==> src/rtl/conv2d_host_ctrl.sv <==
// conv2d_host_ctrl: writes a layer descriptor into the conv2d control BRAM, starts it, polls CTRL for done.
// Optional poll timeout abort is enabled by defining CONV2D_POLL_TIMEOUT_EN.
module conv2d_host_ctrl #(
    parameter int unsigned POLL_GAP  = 15,
    parameter int unsigned MAX_POLLS = 65535
) (
    input  logic         i_clk,
    input  logic         i_rst,
    input  logic         i_cmd_valid,
    output logic         o_cmd_ready,
    input  logic [7:0]   i_width,
    input  logic [7:0]   i_height,
    input  logic [1:0]   i_kernel_sz,
    input  logic         i_pad,
    input  logic [1:0]   i_stride,
    input  logic [9:0]   i_ci,
    input  logic [9:0]   i_co,
    input  logic [3:0]   i_layer,
    input  logic [143:0] i_kernel,
    output logic [3:0]   o_mem_addr,
    output logic         o_mem_we,
    output logic [31:0]  o_mem_wdata,
    input  logic [31:0]  i_mem_rdata,
    output logic         o_busy,
    output logic         o_done,
    output logic         o_error
);
    typedef enum logic [3:0] {
        S_IDLE, S_WR_P1, S_WR_P2, S_WR_K, S_WR_CTRL, S_WAIT, S_POLL_RD, S_POLL_CHK, S_CLR
    } state_e;

    // a zero gap skips WAIT entirely
    localparam state_e POLL_NEXT = (POLL_GAP == 0) ? S_POLL_RD : S_WAIT;

    state_e         state_q, state_d;
    logic [3:0]     k_q, k_d;
    logic [7:0]     gap_q, gap_d;
    logic [7:0]     width_q, width_d, height_q, height_d;
    logic [1:0]     ksz_q, ksz_d, stride_q, stride_d;
    logic           pad_q, pad_d;
    logic [9:0]     ci_q, ci_d, co_q, co_d;
    logic [3:0]     layer_q, layer_d;
    logic [143:0]   kernel_q, kernel_d;
`ifdef CONV2D_POLL_TIMEOUT_EN
    logic [15:0]    polls_q, polls_d;
    logic           err_q, err_d;
    logic [30:0]    rdata_unused;
    assign rdata_unused = {i_mem_rdata[31:2], i_mem_rdata[0]};
`else
    logic [62:0]    rdata_unused;
    assign rdata_unused = {i_mem_rdata[31:2], i_mem_rdata[0], MAX_POLLS};
`endif

    always_ff @(posedge i_clk or negedge i_rst) begin
        if (!i_rst) begin
            state_q  <= S_IDLE;
            k_q      <= '0;
            gap_q    <= '0;
            width_q  <= '0;
            height_q <= '0;
            ksz_q    <= '0;
            stride_q <= '0;
            pad_q    <= 1'b0;
            ci_q     <= '0;
            co_q     <= '0;
            layer_q  <= '0;
            kernel_q <= '0;
`ifdef CONV2D_POLL_TIMEOUT_EN
            polls_q  <= '0;
            err_q    <= 1'b0;
`endif
        end else begin
            state_q  <= state_d;
            k_q      <= k_d;
            gap_q    <= gap_d;
            width_q  <= width_d;
            height_q <= height_d;
            ksz_q    <= ksz_d;
            stride_q <= stride_d;
            pad_q    <= pad_d;
            ci_q     <= ci_d;
            co_q     <= co_d;
            layer_q  <= layer_d;
            kernel_q <= kernel_d;
`ifdef CONV2D_POLL_TIMEOUT_EN
            polls_q  <= polls_d;
            err_q    <= err_d;
`endif
        end
    end

    always_comb begin
        state_d     = state_q;
        k_d         = k_q;
        gap_d       = gap_q;
        width_d     = width_q;
        height_d    = height_q;
        ksz_d       = ksz_q;
        stride_d    = stride_q;
        pad_d       = pad_q;
        ci_d        = ci_q;
        co_d        = co_q;
        layer_d     = layer_q;
        kernel_d    = kernel_q;
`ifdef CONV2D_POLL_TIMEOUT_EN
        polls_d     = polls_q;
        err_d       = err_q;
        o_error     = 1'b0;
`endif
        o_cmd_ready = 1'b0;
        o_mem_addr  = '0;
        o_mem_we    = 1'b0;
        o_mem_wdata = '0;
        o_done      = 1'b0;
        case (state_q)
            S_IDLE: begin
                o_cmd_ready = 1'b1;
                if (i_cmd_valid) begin
                    width_d  = i_width;
                    height_d = i_height;
                    ksz_d    = i_kernel_sz;
                    stride_d = i_stride;
                    pad_d    = i_pad;
                    ci_d     = i_ci;
                    co_d     = i_co;
                    layer_d  = i_layer;
                    kernel_d = i_kernel;
                    k_d      = '0;
`ifdef CONV2D_POLL_TIMEOUT_EN
                    polls_d  = '0;
                    err_d    = 1'b0;
`endif
                    state_d  = S_WR_P1;
                end
            end
            S_WR_P1: begin
                o_mem_addr  = 4'd2;
                o_mem_we    = 1'b1;
                o_mem_wdata = {11'b0, stride_q, pad_q, ksz_q, height_q, width_q};
                state_d     = S_WR_P2;
            end
            S_WR_P2: begin
                o_mem_addr  = 4'd3;
                o_mem_we    = 1'b1;
                o_mem_wdata = {12'b0, co_q, ci_q};
                state_d     = S_WR_K;
            end
            S_WR_K: begin
                o_mem_addr  = 4'd4 + k_q;
                o_mem_we    = 1'b1;
                o_mem_wdata = {16'b0, kernel_q[{k_q, 4'b0} +: 16]};
                k_d         = (k_q == 4'd8) ? 4'd0 : k_q + 4'd1;
                state_d     = (k_q == 4'd8) ? S_WR_CTRL : S_WR_K;
            end
            S_WR_CTRL: begin
                o_mem_we    = 1'b1;
                o_mem_wdata = {23'b0, layer_q, 5'b00101};
                gap_d       = '0;
                state_d     = POLL_NEXT;
            end
            S_WAIT: begin
                gap_d   = (gap_q + 8'd1 == 8'(POLL_GAP)) ? 8'd0 : gap_q + 8'd1;
                state_d = (gap_q + 8'd1 == 8'(POLL_GAP)) ? S_POLL_RD : S_WAIT;
            end
            S_POLL_RD: begin
`ifdef CONV2D_POLL_TIMEOUT_EN
                polls_d = polls_q + 16'd1;
`endif
                state_d = S_POLL_CHK;
            end
            S_POLL_CHK: begin
                state_d = i_mem_rdata[1] ? S_CLR : POLL_NEXT;
`ifdef CONV2D_POLL_TIMEOUT_EN
                if (!i_mem_rdata[1] && polls_q == 16'(MAX_POLLS)) begin
                    err_d   = 1'b1;
                    state_d = S_CLR;
                end
`endif
            end
            S_CLR: begin
                o_mem_we = 1'b1;
                o_done   = 1'b1;
`ifdef CONV2D_POLL_TIMEOUT_EN
                o_error  = err_q;
`endif
                state_d  = S_IDLE;
            end
            default: state_d = S_IDLE;
        endcase
    end

`ifndef CONV2D_POLL_TIMEOUT_EN
    assign o_error = 1'b0;
`endif
    assign o_busy = (state_q != S_IDLE);
endmodule

==> config.mk <==
export PLATFORM = sky130hd
export DESIGN_NAME = conv2d_host_ctrl
export DESIGN_NICKNAME = d
export VERILOG_FILES = /design/src/rtl/conv2d_host_ctrl.sv
export SDC_FILE = /design/constraint.sdc
export NUM_CORES = 1
export LEC_CHECK = 0
export ABC_AREA = 1
export ABC_CLOCK_PERIOD_IN_PS = 2100
export BUFFER_PORTS_ARGS = -buffer_cell sky130_fd_sc_hd__buf_2
export CAP_MARGIN = 20
export CORE_MARGIN = 2
export CORE_UTILIZATION = 40
export CTS_BUF_LIST = sky130_fd_sc_hd__clkbuf_4 sky130_fd_sc_hd__clkbuf_8
export DETAILED_ROUTE_END_ITERATION = 12
export GPL_ROUTABILITY_DRIVEN = 0
export PLACE_DENSITY = 0.7
export SLEW_MARGIN = 20
export SYNTH_ARGS = -nofsm -noshare
export SYNTH_HDL_FRONTEND = slang
export SYNTH_SLANG_ARGS = --single-unit
==> constraint.sdc <==
create_clock -name i_clk -period 2.1 [get_ports i_clk]
set_clock_uncertainty 0.05 [all_clocks]
set_input_delay 0.21 -clock i_clk [delete_from_list [all_inputs] [get_ports i_clk]]
set_output_delay 0.21 -clock i_clk [all_outputs]
set_load 0.02 [all_outputs]
# Yosys cells after proc, flatten, opt, wreduce, memory -nomap -nowiden
# Index checks and enable logic that the tools add are counted.
# totals
input_bits	224
register_bits	205
word_cells	49
# op_classes
n_reduce_logical	7
muxes	15
addsub	3
eq_ne	11
n_shift	1
# ops
operator	count
$shiftx A144 B9 Y16	1
$pmux W21 S4	1
$pmux W4 S8	1
$eq A4 B3 Y1 const B	4
$mux W4	4
$pmux W8 S2	1
$pmux W4 S3	1
$add A8 B1 Y8 const B	1
$eq A4 B2 Y1 const B	2
$eq A4 B4 Y1 const B	2
$eq A8 B4 Y1 const B	1
$mux W8	1
$pmux W4 S2	1
$reduce_or A5 Y1	1
$add A3 B4 Y4 const A	1
$add A4 B1 Y4 const B	1
$eq A4 B1 Y1 const B	1
$logic_not A4 Y1	1
$reduce_and A2 Y1	2
$reduce_bool A2 Y1	2
$reduce_bool A4 Y1	1
$mux W1	3
$mux W3	1
$mux W2	1
$ne A2 B2 Y1 const B	1

# Longest topological paths before layout
# Gate-level depths: netlist of the first run.
# logic_depth
ltp_word	4
depth_mapped	10

# Least setup slack after synthesis of the first run
# OpenSTA, ideal clock, no wires.
# synth_timing
kind	reg2reg
start	register k_q[0]
end	register state_q[0]
synth_period_minus_slack_ns	1.709
path_stages_with_launch	10
required_time_ns	1.926
t_arrival_ns	1.535
setup_slack_ns	0.391
setup_ns	0.124
path_cell_list	dfrtp_1 inv_2 buf_2 clkbuf_1 ha_1 nand2_1 nand2_1 nand2_1 nor3_1 a21oi_1
# synth_via
elab_chain_len	3
# synth_lines
item	line	source
start, declared	36	logic [3:0] k_q, k_d;
start signal, assigned	74	k_q <= k_d;
$eq A4 B4 Y1	153	state_d = (k_q == 4'd8) ? S_WR_CTRL : S_WR_K;
$mux W3	153	
$pmux W4 S8	115	case (state_q)
end signal, assigned	73	state_q <= state_d;
end, declared	35	state_e state_q, state_d;
# No other way between the ends.
# A chain may end at the register's enable or synchronous reset.

# Worst setup path after layout of the first run
# layout_timing
start	register k_q[0]
end	output o_mem_wdata[5]
# layout_via
elab_chain_len	2
# layout_lines
item	line	source
$shiftx A144 B9 Y16	151	o_mem_wdata = {16'b0, kernel_q[{k_q, 4'b0} +: 16]};
$pmux W21 S4	115	
end, declared	22	output logic [31:0] o_mem_wdata,
# No other way between the ends.

==> results.py, run 1 <==
metrics = {
    "pwr": {
        "ir_drop_mv": 0.952,
        "powerDensity_nw_per_um2": 1500,
        "power_leakage_nw": 7.58,
    },
    "setup_path": {
        "arrival_ns": 2.21,
        "cp-end-kind": "output pin",
        "cp_max_fo": 35,
        "crit_type": "reg -> out",
        "cp-start-kind": "register",
        "crit_required_ns": 1.84,
    },
    "clock_network": {
        "insertion_delay_ns": 0.52,
        "cts_made_buffers": 37,
        "clkTransAtPathRegs_ns": 0.06,
        "clkSinkCount": 205,
        "htree_num_levels": 2,
        "clock-root-buffer": "clkbuf_8",
        "clk_path_buf_depth": 3,
        "cts_tree": "built",
    },
    "yosys": {
        "synth.yosys.seq_area_share_pct": 48.8,
        "synth.avg_cell_area_um2": 11.6,
        "synth_xor_area_share_pct": 0.167,
        "ys_types": 35,
        "syn_area_um2": 10500,
        "synth_cells": 909,
        "synth-compound-area-share_pct": 7.11,
        "synthAdderAreaFrac_pct": 0.595,
        "synthSimpleGateAreaFrac_pct": 11.3,
        "ys_ff_latch": 205,
        "ys.warnings.count": 0,
        "muxShareOfSynthArea_pct": 26.3,
        "synth_top_family_by_area": "multiplexers",
    },
    "job": {
        "drv_cap": 0,
    },
    "global_route": {
        "grt_pass1_wl_um": 52200,
        "grt_pass1_vias": 9479,
        "grt_max_degree": 58,
        "track_usage_pct": 23.8,
        "antenna_found_initial": 2,
        "overflow": 0,
    },
    "die": {
        "die_area_um2": 27600,
        "die_y_um": 166,
        "initial_core_util_pct": 40.6,
        "die_w_um": 166,
        "io-pin-count": 265,
        "fp-row-count": 59,
        "core_area_um2": 25900,
    },
    "timing": {
        "holdWs_ns": 0.160,
        "rsz0062_at_grt": "yes",
        "fin_crit_sh_pct": 118,
        "setup-tns-final_ns": -5.49,
        "hold_viol_final": 0,
        "drv_slew": 0,
        "period_needed_ns": 2.47,
        "setup_viol": 24,
        "fin_ws_ns": -0.371,
        "max_clock_freq_mhz": 405,
    },
    "drt": {
        "via_per_inst": 5.05,
        "post_drt_wl_per_cell_um": 19.7,
        "vias": 8652,
        "totalWireLength_um": 33700,
        "drcViolationCount": 0,
        "drtAntennaViolNets": 0,
        "drt_iter0_markers": 573,
        "first_pass_iters": 5,
    },
    "min_path": {
        "hold_class": "in -> async",
    },
    "place": {
        "placed_area_um2": 12000,
        "hpwl_um": 20100,
        "io_buffer_count": 221,
    },
    "final_layout": {
        "finalInstanceArea_um2": 15200,
        "syn_to_final_growth_pct": 44.6,
        "nets": 1586,
        "drive_above_1_share_pct": 42.1,
    },
    "run_status": {
        "failed_checks": "setup timing",
        "status": "finished with violations",
    },
}
[worst max-delay path, cell delays in order (launching register included)]
cell	delay, ns
dfrtp_2	0.48
inv_2	0.10
buf_12	0.19
o21ai_0	0.33
o211ai_1	0.15
nand3_1	0.10
nand2_1	0.06
nand2_1	0.06
nand2_1	0.04
buf_2	0.16
[area by class of cell]
class,count,area [µm²]
antenna,2,5.00
clock buffer,55,688
clock inverter,3,17.5
fill,2014,10700
inverter,36,153
multi-input combinational,615,5040
sequential,205,5140
tap,335,419
timing repair buffer,461,3720
timing repair inverter,1,7.51
[layout by cell type (no fill, tap or decap), drive strengths merged]
cell and instances:
a31oi 1, dfrtp 205, mux2 187, or3b 1
dlygate4sd3 192, a211oi 1, nor4 1, buf 267
nand4 2, a21oi 8, a221oi 3, o21ai 77
clkinv 2, ha 5, diode 2, or2 1
conb 12, nor3b 1, nand2 100, xor2 2
inv 36, o22ai 2, nor2 133, o211ai 16
nor3 4, clkbuf 57, a22o 17, clkinvlp 2
nand3 41
[state kept, by name, indices dropped and copies added, names as in the netlist, 4 cells and up]
name,count
ci_q,10
height_q,8
k_q,4
layer_q,4
kernel_q,144
width_q,8
gap_q,8
state_q,4
co_q,10
[through the flow]
stage / setup slack [ns] / total power, mW / util (%) / instances
after floorplan: 0.391 / 14.4 / - / 920
after global placement: 0.0986 / 17.0 / 46.5 / 1440
after detailed placement: 0.0805 / 17.2 / 46.5 / 1440
after CTS: -0.330 / 22.2 / 58.0 / 1703
after global routing: -0.519 / 24.1 / 58.6 / 1713
final: -0.371 / 22.8 / 58.6 / 1713
[routing by layer]
layer / up-vias / track usage (%) / part of all wire [%]
li1: 3976 / - / -
met1: 4258 / 30.5 / 42
met2: 339 / 39.4 / 49
met3: 79 / 4.91 / 5.7
met4: 0 / 9.60 / 3.4
met5: - / 0 / 0
[cells in the mapped netlist]
library cell | number | area (µm²)
o21ai_1 | 1 | 5.00
a22o_1 | 17 | 149
a221oi_1 | 3 | 26.3
mux2_2 | 11 | 124
nand3_1 | 41 | 205
mux2_4 | 176 | 2640
a21oi_1 | 8 | 40.0
nor3b_1 | 1 | 7.51
buf_6 | 20 | 225
inv_2 | 6 | 22.5
nand4_1 | 2 | 12.5
nor2_1 | 131 | 492
nand2_4 | 1 | 11.3
clkbuf_1 | 12 | 45.0
a31oi_1 | 1 | 6.26
ha_1 | 5 | 62.6
dfrtp_1 | 205 | 5130
or2_2 | 1 | 6.26
buf_1 | 4 | 15.0
or3b_2 | 1 | 8.76
o22ai_1 | 2 | 12.5
o21ai_0 | 76 | 380
xor2_1 | 2 | 17.5
conb_1 | 1 | 3.75
clkinv_1 | 1 | 3.75
nand2_2 | 2 | 12.5
o211ai_1 | 16 | 120
nor3_1 | 4 | 20.0
buf_2 | 13 | 65.1
buf_4 | 15 | 113
a211oi_1 | 1 | 7.51
inv_1 | 29 | 109
nor2_4 | 2 | 22.5
nor4_4 | 1 | 21.3
nand2_1 | 97 | 364
[what timing repair did]
| action | in CTS | in global routing |
|---|---|---|
| buffers inserted | 11 | 5 |
| hold buffers | 192 | 0 |
| gates cloned | 2 | 3 |
| resized for setup | 100 | 26 |
| hold endpoints to repair | 295 | 0 |
| setup endpoints to repair | 23 | 24 |
| pin swaps | 13 | 9 |
[final timing paths]
kind	startpoint	endpoint	slack (ns)	depth (start not counted)
worst min register to register	kernel_q[28]$_DFFE_PN0P_	kernel_q[28]$_DFFE_PN0P_	0.45	1
min in group i_clk	i_kernel[86]	kernel_q[86]$_DFFE_PN0P_	0.40	3
worst max-delay path	k_q[0]$_DFFE_PN0P_	o_mem_wdata[5]	-0.37	9
worst min-delay path	i_rst	kernel_q[125]$_DFFE_PN0P_	0.16	2
worst max register to register	state_q[3]$_DFFE_PN0P_	state_q[1]$_DFFE_PN0P_	0.10	9
max in group asynchronous	i_rst	kernel_q[76]$_DFFE_PN0P_	1.15	3
[power by group]
| group | internal (mW) | switching, mW |
|---|---|---|
| registers | 5.94 | 1.33 |
| clock network | 2.07 | 1.67 |
| logic | 6.12 | 5.65 |
| total | 14.1 | 8.65 |
[cells by family (layout without fill, tap and decap cells)]
logic type / after synthesis / count (layout)
DFF: 205 / 205
muxes: 187 / 187
AOI/OAI and AO/OA: 125 / 125
other: 1 / 14
adders and majority gates: 5 / 5
and+or+nand+nor: 284 / 284
buffers and inverters: 100 / 556
xor gates and xnor gates: 2 / 2
No activity file was read; power rests on OpenSTA's default activity.
==> run 2, diff against run 1 <==
--- a/config.mk
+++ b/config.mk
@@ -15,6 +15,7 @@
 export DETAILED_ROUTE_END_ITERATION = 12
 export GPL_ROUTABILITY_DRIVEN = 0
 export PLACE_DENSITY = 0.7
+export SETUP_SLACK_MARGIN = 0.2
 export SLEW_MARGIN = 20
 export SYNTH_ARGS = -nofsm -noshare
 export SYNTH_HDL_FRONTEND = slang
==> run 2 against run 1 <==
The flow still finishes with violations (setup timing). Die area is the same. Sequential share of layout area is 0.63 points lower. Final area grew 2.0%. Critical endpoint is now o_mem_wdata[7]. Largest cell class unchanged. Largest power group unchanged.
==> results.py, run 2 (same netlist as run 1, synthesis figures left out) <==
metrics = {
    "run_status": {
        "status": "finished with violations",
        "failed_checks": "setup timing",
    },
    "timing": {
        "fin_crit_sh_pct": 118,
        "maxSlewHeadroom_pct": 66.6,
        "tightest_slew_ns": 0.501,
        "fin_ws_ns": -0.376,
        "setup-tns-final_ns": -5.58,
        "hold_viol_final": 0,
        "rsz0062_at_grt": "yes",
        "setup_viol": 21,
        "period_needed_ns": 2.48,
        "holdWs_ns": 0.155,
        "drv_slew": 0,
        "max_clock_freq_mhz": 404,
    },
    "setup_path": {
        "crit_type": "reg -> out",
        "cp_max_fo": 35,
        "cp-end-kind": "output pin",
        "arrival_ns": 2.22,
        "crit_required_ns": 1.84,
        "cp-start-kind": "register",
    },
    "pwr": {
        "power_leakage_nw": 7.68,
        "p_clk_share_pct": 16.0,
        "pwr-share-comb_pct": 52.8,
        "powerDensity_nw_per_um2": 1510,
        "power.total_mw": 23.4,
        "internal-power_mw": 14.5,
        "p_switching_mw": 8.91,
        "ir_drop_mv": 0.871,
        "seq_power_share_pct": 31.2,
        "netSwitchingFraction_pct": 38.1,
    },
    "min_path": {
        "hold_class": "in -> async",
    },
    "final_layout": {
        "syn_to_final_growth_pct": 47.4,
        "stdcell_count": 1724,
        "finalInstanceArea_um2": 15500,
        "post-route-util_pct": 59.8,
        "fillers": 1964,
        "final_cell_mix": "buf_2, dfrtp_1, dlygate4sd3_1",
        "largestRegisters": "kernel_q x144, ci_q x10, co_q x10",
        "final_common_cell": "buf_2",
        "largest_reg_flops": 144,
        "largest_register": "kernel_q",
        "drive_above_1_share_pct": 43.3,
        "nets": 1597,
    },
    "global_route": {
        "use_met3_pct": 5.05,
        "grt_max_degree": 58,
        "overflow": 0,
        "busiest_layer": "met2",
        "track_usage_pct": 24.0,
        "antenna_found_initial": 2,
        "grt_util_met2_pct": 39.9,
        "grt_pass1_wl_um": 52500,
        "grt_pass1_vias": 9441,
        "use_met1_pct": 30.9,
    },
    "job": {
        "drv_cap": 0,
    },
    "die": {
        "initial_core_util_pct": 40.6,
        "fp-row-count": 59,
        "die_w_um": 166,
        "die_area_um2": 27600,
        "core_area_um2": 25900,
        "die_y_um": 166,
        "io-pin-count": 265,
    },
    "place": {
        "hpwl_um": 20100,
        "placed_area_um2": 12000,
        "numPlacedInstances": 1440,
        "dp_slack_ns": 0.0805,
        "io_buffer_count": 221,
    },
    "drt": {
        "drtAntennaViolNets": 0,
        "drt_iter0_markers": 640,
        "drcViolationCount": 0,
        "totalWireLength_um": 34600,
        "vias": 8689,
        "first_pass_iters": 4,
        "post_drt_wl_per_cell_um": 20.0,
        "via_per_inst": 5.04,
    },
    "clock_network": {
        "cts_tree": "built",
        "clock-root-buffer": "clkbuf_8",
        "htree_num_levels": 2,
        "clkSinkCount": 205,
        "clk_path_buf_depth": 3,
        "insertion_delay_ns": 0.53,
        "clkTransAtPathRegs_ns": 0.06,
        "cts_made_buffers": 37,
    },
}
==> run 2: path summary, 6_finish.rpt <==
kind,start,end,slack (ns),depth (start not counted)
max in group asynchronous,i_rst,kernel_q[87]$_DFFE_PN0P_,1.13,3
min in group i_clk,i_kernel[86],kernel_q[86]$_DFFE_PN0P_,0.40,3
min reg2reg,kernel_q[28]$_DFFE_PN0P_,kernel_q[28]$_DFFE_PN0P_,0.45,1
min,i_rst,kernel_q[109]$_DFFE_PN0P_,0.15,2
max reg2reg,k_q[0]$_DFFE_PN0P_,state_q[1]$_DFFE_PN0P_,0.15,8
max,k_q[0]$_DFFE_PN0P_,o_mem_wdata[7],-0.38,9
==> run 2: power by group through the flow <==
stage	combinational, mW	sequential, mW	clock [mW]
2_1_floorplan	7.65	6.74	0
3_3_place_gp	9.95	7.06	0
3_5_place_dp	10.1	7.14	0
4_1_cts	11.4	7.16	3.83
5_1_grt	13.2	7.51	4.03
6_report	12.4	7.30	3.74
==> run 2: final cells by class <==
cell class                 count  area [µm²]  share of cell area (%)
antenna                        2        5.00                  0.0323
clock buffer                  55         688                    4.44
clock inverter                 3        17.5                   0.113
inverter                      36         165                    1.07
multi-input combinational    616        5120                    33.0
sequential                   205        5140                    33.2
tap                          335         419                    2.71
timing repair buffer         469        3900                    25.2
timing repair inverter         3        40.0                   0.258
==> run 2: worst max-delay path, stage by stage, from the launching register on <==
cell and delay, ns:
dfrtp_2 0.48, inv_2 0.10, buf_12 0.19, o21ai_0 0.31, o211ai_1 0.17, nand3_2 0.10
nand2_1 0.06, nand2_1 0.06, nand2_1 0.05, buf_2 0.17
==> run 2: timing repair <==
action / in CTS / in global routing
hold buffers: 192 / 0
gates resized for setup: 119 / 53
pin swaps: 11 / 19
gates cloned: 3 / 6
endpoints found under the hold margin: 295 / 0
setup buffers: 13 / 10
endpoints found under the setup margin: 28 / 105
==> run 2: layer usage <==
metal | vias up | routed length, µm
li1 | 3997 | -
met5 | - | 0
met1 | 4288 | 14800
met4 | 0 | 1110
met2 | 331 | 16800
met3 | 73 | 1890
==> run 3, diff against run 2 <==
--- a/config.mk
+++ b/config.mk
@@ -15,6 +15,7 @@
 export DETAILED_ROUTE_END_ITERATION = 12
 export GPL_ROUTABILITY_DRIVEN = 0
 export PLACE_DENSITY = 0.7
+export RECOVER_POWER = 50
 export SETUP_SLACK_MARGIN = 0.2
 export SLEW_MARGIN = 20
 export SYNTH_ARGS = -nofsm -noshare
==> run 3 against run 2 <==
The flow finishes with violations (capacitance limit, slew limit, setup timing). Critical path depth unchanged. First-iteration DRC count rose by 2.0%. Sequential power barely moved. Die area unchanged. Clock power hardly changed. Sequential cell count stayed put. Sequential share of layout area up 0.073 points. Non-clock buffer count unchanged. Via count is essentially flat.
==> results.py, run 3 (same netlist as run 1, synthesis figures left out) <==
metrics = {
    "drt": {
        "m1WireLength_um": 14700,
        "met3WireLength_um": 2000,
        "first_pass_iters": 5,
        "via_per_inst": 5.04,
        "drt_iter0_markers": 653,
        "drcViolationCount": 0,
        "totalWireLength_um": 34600,
        "dr_wl_met2_um": 16700,
        "post_drt_wl_per_cell_um": 20.0,
        "vias": 8694,
        "top_layer": "met4",
        "drtAntennaViolNets": 0,
    },
    "place": {
        "numPlacedInstances": 1440,
        "placed_area_um2": 12000,
        "dp_slack_ns": 0.0805,
        "hpwl_um": 20100,
        "io_buffer_count": 221,
    },
    "global_route": {
        "antenna_found_initial": 2,
        "grt_pass1_wl_um": 52500,
        "overflow": 0,
        "grt_max_degree": 58,
        "grt_pass1_vias": 9441,
        "track_usage_pct": 24.0,
    },
    "final_layout": {
        "final_cell_mix": "dfrtp_1, buf_2, dlygate4sd3_1",
        "post-route-util_pct": 59.6,
        "nets": 1597,
        "largestRegisters": "kernel_q x144, ci_q x10, co_q x10",
        "multi_input_area_um2": 5120,
        "stdcell_count": 1724,
        "regArea_um2": 5140,
        "syn_to_final_growth_pct": 47.0,
        "largest_register": "kernel_q",
        "largest_reg_flops": 144,
        "finalInstanceArea_um2": 15500,
        "fillers": 1972,
        "drive_above_1_share_pct": 43.2,
    },
    "setup_path": {
        "crit_type": "reg -> out",
        "r2r-end": "state_q[1]$_DFFE_PN0P_",
        "cp-end-kind": "output pin",
        "slowest_stage": "dfrtp_2",
        "crit_required_ns": 1.84,
        "cp_max_fo": 35,
        "critPathMaxStageDelay_ns": 0.48,
        "cp_cell_sequence": "inv_2 -> buf_12 -> o21ai_0 -> o211ai_1 -> nand3_2 -> nand2_1 -> nand2_1 -> nand2_1 -> buf_2",
        "reg2reg_slack_ns": 0.16,
        "worst-r2r-cell-count": 8,
        "cp-start-kind": "register",
        "crit_top_cell": "nand2_1",
        "arrival_ns": 2.22,
        "r2r-start": "k_q[0]$_DFFE_PN0P_",
    },
    "clock_network": {
        "clkTransAtPathRegs_ns": 0.06,
        "insertion_delay_ns": 0.53,
        "htree_num_levels": 2,
        "clkSinkCount": 205,
        "clk_path_buf_depth": 3,
        "clock-root-buffer": "clkbuf_8",
        "cts_made_buffers": 37,
        "cts_tree": "built",
    },
    "die": {
        "die_y_um": 166,
        "io-pin-count": 265,
        "die_area_um2": 27600,
        "die_w_um": 166,
        "fp-row-count": 59,
        "initial_core_util_pct": 40.6,
        "core_area_um2": 25900,
    },
    "min_path": {
        "hold_class": "in -> reg",
        "worstHoldPathCells": 3,
        "min_from": "i_kernel[86]",
        "whs_endpoint": "kernel_q[86]$_DFFE_PN0P_",
    },
    "timing": {
        "period_needed_ns": 2.48,
        "max_clock_freq_mhz": 404,
        "setup_viol": 22,
        "fin_ws_ns": -0.377,
        "holdWs_ns": 0.397,
        "fin_crit_sh_pct": 118,
        "drv_slew": 58,
        "hold_viol_final": 0,
        "maxSlewHeadroom_pct": -4.42,
        "setup-tns-final_ns": -5.71,
        "rsz0062_at_grt": "yes",
        "tightest_slew_ns": 1.57,
    },
    "pwr": {
        "ir_drop_mv": 0.870,
        "power.total_mw": 23.4,
        "powerDensity_nw_per_um2": 1510,
        "power_leakage_nw": 7.67,
    },
    "run_status": {
        "failed_checks": "capacitance limit, slew limit, setup timing",
        "status": "finished with violations",
    },
    "job": {
        "drv_cap": 1,
    },
}
## run 3: timing repair
item | in CTS | in global routing
gates cloned | 3 | 6
resized for setup | 119 | 53
setup endpoints to repair | 28 | 105
buffers inserted | 13 | 10
pin swaps | 11 | 19
hold endpoints to repair | 295 | 0
hold buffers | 192 | 0
## run 3: final cells by class
cell class / count / share of cell area [%]
well taps: 335 / 2.71
diodes: 2 / 0.0324
clock inverters: 3 / 0.113
clock buffers: 55 / 4.45
repair inverters: 3 / 0.259
flip-flops and latches: 205 / 33.2
multi-input cells: 616 / 33.1
inverters: 36 / 1.07
repair buffers: 469 / 25.0
## run 3: worst max-delay path by stage
stage,start,to,slack (ns),cells after the start
global placement,k_q[0]$_DFFE_PN0P_,o_mem_wdata[1],0.1,9
floorplan,k_q[0]$_DFFE_PN0P_,state_q[0]$_DFFE_PN0P_,0.39,9
detailed placement,k_q[0]$_DFFE_PN0P_,o_mem_wdata[6],0.08,9
global route,k_q[0]$_DFFE_PN0P_,o_mem_wdata[3],-0.50,9
finish,k_q[0]$_DFFE_PN0P_,o_mem_wdata[7],-0.38,9
CTS,k_q[0]$_DFFE_PN0P_,o_mem_wdata[15],-0.33,9
## run 3: metal layers
layer | global-route usage, % | vias up
li1 | - | 3998
met1 | 30.9 | 4279
met5 | 0 | -
met4 | 8.73 | 0
met2 | 39.9 | 340
met3 | 5.05 | 77
## run 3: worst max-delay path: cells and delay by family (launching register included)
kind            cells  cell delay (ns)
buf+inv             3             0.46
flops               1             0.48
compound gates      2             0.48
simple gates        4             0.27
## run 3: power by group
group	switching, mW	internal, mW
registers	1.36	5.94
clock network	1.68	2.07
logic	5.87	6.48
total	8.90	14.5
